## config.mk

```make
export PLATFORM = sky130hd
export DESIGN_NAME = uart_tx_arbiter
export DESIGN_NICKNAME = d
export VERILOG_FILES = /design/src/rtl/uart_pkg.sv /design/src/rtl/rr_pick.sv /design/src/rtl/uart_tx_arbiter.sv
export SDC_FILE = /design/constraint.sdc
export NUM_CORES = 1
export LEC_CHECK = 0
export CORE_MARGIN = 5
export CORE_UTILIZATION = 48
export CTS_CLUSTER_DIAMETER = 50
export DETAILED_ROUTE_END_ITERATION = 7
export PLACE_DENSITY = 0.8
export SLEW_MARGIN = 20
export SYNTH_ARGS = -nofsm -noshare
export SYNTH_HDL_FRONTEND = slang
export SYNTH_SLANG_ARGS = --single-unit
```

## constraint.sdc

```tcl
create_clock -name clk -period 4.5 [get_ports clk]
set_clock_uncertainty 0.15 [all_clocks]
set_input_delay 0.9 -clock clk [delete_from_list [all_inputs] [get_ports clk]]
set_output_delay 0.9 -clock clk [all_outputs]
set_load 0.005 [all_outputs]
```

## src/rtl/uart_pkg.sv

```systemverilog
// Shared definitions for the UART transmit path: arbiter state encoding and
// the character width carried on the line.
package uart_pkg;

  localparam int UART_DBIT = 8;

  typedef enum logic [1:0] {
    IDLE = 2'd0,
    LOAD = 2'd1,
    WAIT = 2'd2,
    HOLD = 2'd3
  } arb_state_t;

endpackage

```

## src/rtl/rr_pick.sv

```systemverilog
// Combinational round-robin picker: the first asserted request found when
// searching upward from ptr+1 (mod N) wins.
module rr_pick #(
  parameter  int N  = 4,
  localparam int IW = (N > 1) ? $clog2(N) : 1
) (
  input  logic [N-1:0]  req,
  input  logic [IW-1:0] ptr,
  output logic [N-1:0]  gnt,
  output logic [IW-1:0] idx,
  output logic          any
);

  logic [IW-1:0] cand;

  always_comb begin
    gnt  = '0;
    idx  = '0;
    any  = 1'b0;
    cand = '0;
    for (int k = 1; k <= N; k++) begin
      cand = IW'((int'(ptr) + k) % N);
      if (!any && req[cand]) begin
        any       = 1'b1;
        gnt[cand] = 1'b1;
        idx       = cand;
      end
    end
  end

endmodule

```

## src/rtl/uart_tx_arbiter.sv

```systemverilog
// Shares one uart_tx among N byte-stream requesters: round-robin between
// packets, grant held until the last byte of a packet (or a hold timeout).
module uart_tx_arbiter
  import uart_pkg::*;
#(
  parameter  int N            = 4,
  parameter  int HOLD_TIMEOUT = 1024,
  localparam int IW           = (N > 1) ? $clog2(N) : 1,
  localparam int CW           = (HOLD_TIMEOUT > 1) ? $clog2(HOLD_TIMEOUT) : 1
) (
  input  logic                   clk,
  input  logic                   reset_n,
  input  logic [N-1:0]           req_valid,
  input  logic [N*UART_DBIT-1:0] req_data,
  input  logic [N-1:0]           req_last,
  output logic [N-1:0]           req_ready,
  output logic                   tx_start,
  output logic [UART_DBIT-1:0]   tx_din,
  input  logic                   tx_done_tick,
  output logic [IW-1:0]          grant_id,
  output logic                   busy
);

  arb_state_t           state_q, state_d;
  logic [IW-1:0]        ptr_q;
  logic [CW-1:0]        cnt_q;
  logic                 last_q;

  logic [N-1:0]         pick_gnt;
  logic [IW-1:0]        pick_idx;
  logic                 pick_any;

  logic                 load_en;
  logic [IW-1:0]        load_idx;
  logic                 ptr_ld;
  logic                 cnt_clr;
  logic                 cnt_inc;

  logic [UART_DBIT-1:0] data_arr [N];

  always_comb begin
    for (int i = 0; i < N; i++) begin
      data_arr[i] = req_data[UART_DBIT*i +: UART_DBIT];
    end
  end

  rr_pick #(.N(N)) u_pick (
    .req (req_valid),
    .ptr (ptr_q),
    .gnt (pick_gnt),
    .idx (pick_idx),
    .any (pick_any)
  );

  // Next-state and handshake decode
  always_comb begin
    state_d   = state_q;
    req_ready = '0;
    load_en   = 1'b0;
    load_idx  = grant_id;
    ptr_ld    = 1'b0;
    cnt_clr   = 1'b0;
    cnt_inc   = 1'b0;
    case (state_q)
      IDLE: begin
        // reset_n gate keeps req_ready low while reset is held
        if (pick_any && reset_n) begin
          req_ready = pick_gnt;
          load_en   = 1'b1;
          load_idx  = pick_idx;
          state_d   = LOAD;
        end
      end
      LOAD: state_d = WAIT;
      WAIT: begin
        if (tx_done_tick) begin
          if (last_q) begin
            ptr_ld  = 1'b1;
            state_d = IDLE;
          end else begin
            cnt_clr = 1'b1;
            state_d = HOLD;
          end
        end
      end
      HOLD: begin
        if (req_valid[grant_id]) begin
          req_ready[grant_id] = 1'b1;
          load_en             = 1'b1;
          state_d             = LOAD;
        end else if (cnt_q == CW'(HOLD_TIMEOUT - 1)) begin
          ptr_ld  = 1'b1;
          state_d = IDLE;
        end else begin
          cnt_inc = 1'b1;
        end
      end
      default: state_d = IDLE;
    endcase
  end

  // State, pointer, counter and byte latches
  always_ff @(posedge clk or negedge reset_n) begin
    if (!reset_n) begin
      state_q  <= IDLE;
      ptr_q    <= IW'(N - 1);
      cnt_q    <= '0;
      last_q   <= 1'b0;
      tx_din   <= '0;
      grant_id <= '0;
      tx_start <= 1'b0;
    end else begin
      state_q  <= state_d;
      tx_start <= (state_d == LOAD);
      if (load_en) begin
        tx_din   <= data_arr[load_idx];
        last_q   <= req_last[load_idx];
        grant_id <= load_idx;
      end
      if (ptr_ld) begin
        ptr_q <= grant_id;
      end
      if (cnt_clr) begin
        cnt_q <= '0;
      end else if (cnt_inc) begin
        cnt_q <= cnt_q + CW'(1);
      end
    end
  end

  assign busy = (state_q != IDLE);

endmodule

```

==> results.json <==
{
  "status": "finished clean",
  "utilization_pct": 66.8,
  "powerDensity_nw_per_um2": 590,
  "dp.cells": 330,
  "postLayoutCellArea_um2": 2850,
  "gr-total-overflow": 0,
  "ys.flop_type": "dfrtp_1",
  "cp.arrival_ns": 3.36,
  "ys_top_cells_by_area": "dfrtp_1, mux2i_1, ha_1, mux4_2, nand2_1",
  "synth_enable_flop_cells": 0,
  "yosys.area_share.adder_pct": 7.22,
  "synth_compound_area_share_pct": 20.6,
  "grt_pass1_vias": 1901,
  "synth-simple-area-share_pct": 15.7,
  "setup_tns_ns": 0,
  "endpoint_kind": "output pin",
  "die_height_um": 75.8,
  "dpl_cell_area_um2": 2760,
  "finalHoldViolations": 0,
  "post-route-period-util_pct": 98.1,
  "syn_inst": 216,
  "p_leak_nw": 1.24,
  "fin_ws_ns": 0.0865,
  "ant_nets": 0,
  "synth_top_family_by_area": "compound AO/OA/AOI/OAI gates",
  "cts_root_buf": "clkbuf_8",
  "yosysTopAreaCell": "dfrtp_1",
  "finalPower_mw": 1.68,
  "path_max_fanout": 8,
  "firstDrtPassIters": 4,
  "start_util_pct": 48.7,
  "drive_above_1_share_pct": 12.7,
  "clock_latency_ns": 0.27,
  "dr_total_vias": 1913,
  "hold_ws_ns": 0.346,
  "fmax_mhz": 227,
  "portBuffers": 58,
  "yosysWarnings": 0,
  "grt_max_degree": 29,
  "diodes": 0,
  "die_w_um": 75.8,
  "crit_type": "in -> out",
  "grt_pass1_wl_um": 8760,
  "slew_headroom_pct": 51.8,
  "syn2layout_area_growth_pct": 37.1,
  "final-instance-count-excl-fill": 335,
  "globalplace.congestion": 0.837,
  "drv_slew": 0,
  "max-vdd-ir-drop_mv": 0.308,
  "required_ns": 3.45,
  "synthMuxAreaShare_pct": 15.5,
  "min_period_ns": 4.41,
  "clock-sinks": 26,
  "via_per_inst": 5.71,
  "cp-start-kind": "input pin",
  "clk_path_buf_depth": 2,
  "cap_viol_max_count": 0,
  "io-pin-count": 59,
  "postCtsHoldBufs": 0,
  "path_clk_slew_ns": 0.09,
  "synth_top_area_share_pct": 28.9,
  "wl_per_cell_um": 16.3,
  "synth_area_um2": 2080,
  "wl_um": 5460,
  "tightest_slew_ns": 0.720,
  "htreeDepth": 1,
  "die-area_um2": 5750,
  "setup_viol": 0,
  "grt_usage_pct": 19.4,
  "num_rows": 24,
  "hpwl_um": 4290,
  "cts_tree": "done",
  "holdCritPathClass": "reg -> reg",
  "cts_buffers": 3,
  "coreArea_um2": 4260,
  "rsz0062_at_grt": "false",
  "synth-seq-area-share_pct": 31.4,
  "ys_ff_latch": 26,
  "fin_nets": 339,
  "antenna_found_initial": 0,
  "synth.avg_cell_area_um2": 9.62,
  "dp_slack_ns": -0.0491,
  "drtIter0Drc": 76,
  "synth.distinct_cells": 45,
  "syn_nets": 271,
  "drc_errors": 0,
  "mostFrequentLayoutCell": "clkdlybuf4s50_1",
  "final_cell_mix": "clkdlybuf4s50_1, nand2_1, dfrtp_1",
  "async_flop_share_pct": 100,
  "synth_xor_area_share_pct": 3.37
}
[final timing paths]
kind / endpoint / cells after the start / slack, ns / startpoint
worst max-delay path: req_ready[1] / 9 / 0.09 / req_valid[0]
worst min-delay path: tx_din[6] / 2 / 0.35 / tx_din[6]
worst max register to register: tx_din[1] / 11 / 0.83 / ptr_q[0]
worst min register to register: tx_din[6] / 2 / 0.35 / tx_din[6]
max in group asynchronous: ptr_q[0] / 2 / 2.99 / reset_n
min in group asynchronous: last_q / 2 / 0.90 / reset_n
[worst max-delay path, stage by stage]
cell             delay, ns
clkdlybuf4s50_1       0.47
mux4_2                0.50
buf_4                 0.19
and2b_2               0.26
a22oi_1               0.08
a2bb2oi_1             0.14
a21o_1                0.18
a21oi_1               0.13
clkdlybuf4s50_1       0.52
[what timing repair did]
action                                  in CTS  in global routing
setup buffers                                0                  1
endpoints found under the setup margin       4                  4
hold endpoints to repair                     0                  0
resized for setup                            1                  7
[routing by layer]
| layer | global-route usage, % | vias up | wire (µm) |
|---|---|---|---|
| li1 | - | 931 | - |
| met1 | 25.9 | 908 | 2330 |
| met2 | 31.7 | 59 | 2740 |
| met3 | 2.90 | 15 | 237 |
| met4 | 6.80 | 0 | 149 |
| met5 | 0 | - | 0 |
[area by class of cell]
cell class / count / area, µm²
Sequential cell: 26 / 653
Tap cell: 52 / 65.1
Multi-Input combinational cell: 168 / 1320
Fill cell: 340 / 1410
Clock buffer: 4 / 55.1
Inverter: 10 / 37.5
Timing Repair Buffer: 75 / 721
[where the power goes]
group / leakage, nW / internal, mW / switching, mW
registers: 0.333 / 0.320 / 0.0682
clock network: 0.0288 / 0.0781 / 0.0724
logic: 0.876 / 0.572 / 0.570
[synth_stat cells (all sizes together) (3+ instances only)]
master / n
a22oi: 4
o221ai: 9
nand4: 4
ha: 12
xor2: 3
nand2: 28
clkbuf: 3
inv: 10
mux2i: 21
or3: 6
buf: 9
a2bb2oi: 4
a21o: 5
nor2: 12
nor2b: 4
o21a: 3
dfrtp: 24
xnor2: 5
nand3: 3
mux4: 5
o21ai: 8
a21oi: 11
[flip-flops by register name (all words and copies together) (netlist names)]
signal,flops
cnt_q,10
ptr_q,2
last_q,1
grant_id,2
tx_start,1
tx_din,8
state_q,2
[cell families (layout without fill, tap and decap cells)]
logic type | count (synthesis) | count (layout)
adder cells (fa/ha/maj) | 12 | 12
AND/OR/NAND/NOR | 67 | 67
multiplexers | 26 | 26
buffers and inverters | 22 | 89
AO/OA/AOI/OAI | 55 | 55
XOR/XNOR | 8 | 8
flip-flops | 26 | 26
Note: power is estimated with default switching activity, not from simulation.
==> edit, RTL diff (config.mk and constraints unchanged) <==
`UART_DBIT`: 8 -> 9.
--- a/src/rtl/uart_pkg.sv
+++ b/src/rtl/uart_pkg.sv
@@ -2,7 +2,7 @@
 // the character width carried on the line.
 package uart_pkg;
 
-  localparam int UART_DBIT = 8;
+  localparam int UART_DBIT = 9;
 
   typedef enum logic [1:0] {
     IDLE = 2'd0,
Interface: changed (resized req_data and tx_din); port bits go from 59 to 64. No check against the original RTL was run, so the function may have changed too.
==> edit against the original RTL <==
Via count rose by 1.9%. Design area up 5.3%. Area after synthesis rose by 5.0%. First-iteration DRC count up 28%. Fmax is 0.55% higher. Power grew 6.2%. Wire length grew 5.6%. Sequential cell count is 1 higher. Setup slack gained 0.024 ns. Global-route usage shrank 0.60 points. Die area increased by 4.3%. Critical endpoint is now req_ready[2]. Largest cell class unchanged.
==> edit: results (changes against the original RTL) <==
{| class="wikitable"
! Metric !! Value
|-
| Ranking of synthesized cells by instance count || 34 x sky130_fd_sc_hd__nand2_1, 27 x sky130_fd_sc_hd__mux2i_1, 25 x sky130_fd_sc_hd__dfrtp_1, 13 x sky130_fd_sc_hd__nor2_1, 12 x sky130_fd_sc_hd__ha_1
|-
| Fraction of layout instances using a drive strength above 1 || 15.0% (+2.3 points)
|-
| Crit path to || req_ready[2]
|-
| Number of I/O port buffers || 63 (+8.6%)
|-
| Total design power || 1780 µW (+6.2%)
|-
| Regs by FF count || cnt_q: 10 flops, tx_din: 9 flops
|-
| Post-Route WL || 5760 µm (+5.6%)
|-
| Wire length per cell after detailed routing || 16.7 µm (+2.5%)
|-
| GP Congestion || 0.902 (+7.8%)
|-
| DR iter-0 viols || 97 (+28%)
|-
| Result of the run || finished clean
|-
| Reg2reg end || tx_din[0]
|-
| Number of nets in the final layout || 353 (+4.1%)
|-
| Mean Syn Cell Area || 9.92 µm² (+3.1%)
|-
| Maximum VDD drop || 0.290 mV (-6.1%)
|-
| Top cells by area in the synthesized netlist || sky130_fd_sc_hd__dfrtp_1 29%, sky130_fd_sc_hd__mux2i_1 12%, sky130_fd_sc_hd__ha_1 6.9%
|-
| Number of antenna repair diodes || 0 (unchanged)
|-
| Endpoint arrival time on the critical path || 3.34 ns (-0.02 ns)
|-
| Routed length on met3 || 168 µm (-29%)
|-
| Met1 routed wirelength after detailed routing || 2400 µm (+3.1%)
|-
| Met1 usage || 24.3% (-1.6 points)
|-
| Largest net degree at the start of global routing || 30 (+3.4%)
|-
| Startpoint of the worst hold path || tx_din[1]
|-
| Post-Place Cells || 341 (+3.3%)
|-
| Met2 usage in global routing || 32.5% (+0.74 points)
|-
| Endpoint, Worst Hold || tx_din[1]
|-
| Maximum fanout along the worst path || 4 (-4)
|-
| Routed length on met2 || 3080 µm (+12%)
|-
| Total placed instance area || 2930 µm² (+6.0%)
|-
| Internal power || 1020 µW (+5.1%)
|-
| Vias || 1949 (+1.9%)
|-
| Clk. pwr || 138 µW (-8%)
|-
| Global-route wire length before repair || 9280 µm (+6.0%)
|-
| Total routing usage reported by global routing || 18.8% (-0.60 points)
|-
| Transition time of the tightest slew-check pin || 0.712 ns (-0.00838 ns)
|-
| First-pass DRT Iterations || 6 (+2)
|-
| GR Util met3 || 2.89% (-0.0089 points)
|-
| Detail Placement HPWL || 4470 µm (+4.4%)
|}
edit: stage by stage:
stage	setup slack, ns	hold WS [ns]
after floorplan	0.583	0.330
after global placement	0.0805	0.318
after detailed placement	0.0343	0.328
after CTS	0.0191	0.349
after global routing	0.000673	0.379
final	0.111	0.346
edit: area by class of cell:
cell class	instances	area, µm²
Sequential cell	27	678
Timing Repair Buffer	80	763
Clock buffer	4	45.0
Tap cell	52	65.1
Inverter	10	37.5
Fill cell	335	1380
Multi-Input combinational cell	172	1410
edit: cells by family (layout without fill, tap and decap cells):
logic type               after synthesis  count (layout)  synth area share, %
flip-flops                            27              27                 31.1
AO/OA/AOI/OAI                         48              48                 20.3
AND/OR/NAND/NOR                       72              72                 15.0
multiplexers                          32              32                 17.5
adder cells (fa/ha/maj)               12              12                 6.88
buffers and inverters                 21              94                 6.02
XOR/XNOR                               8               8                 3.21
edit: repair_timing:
action	CTS	global route
hold endpoints to repair	0	0
gates resized for setup	0	6
setup endpoints to repair	0	4
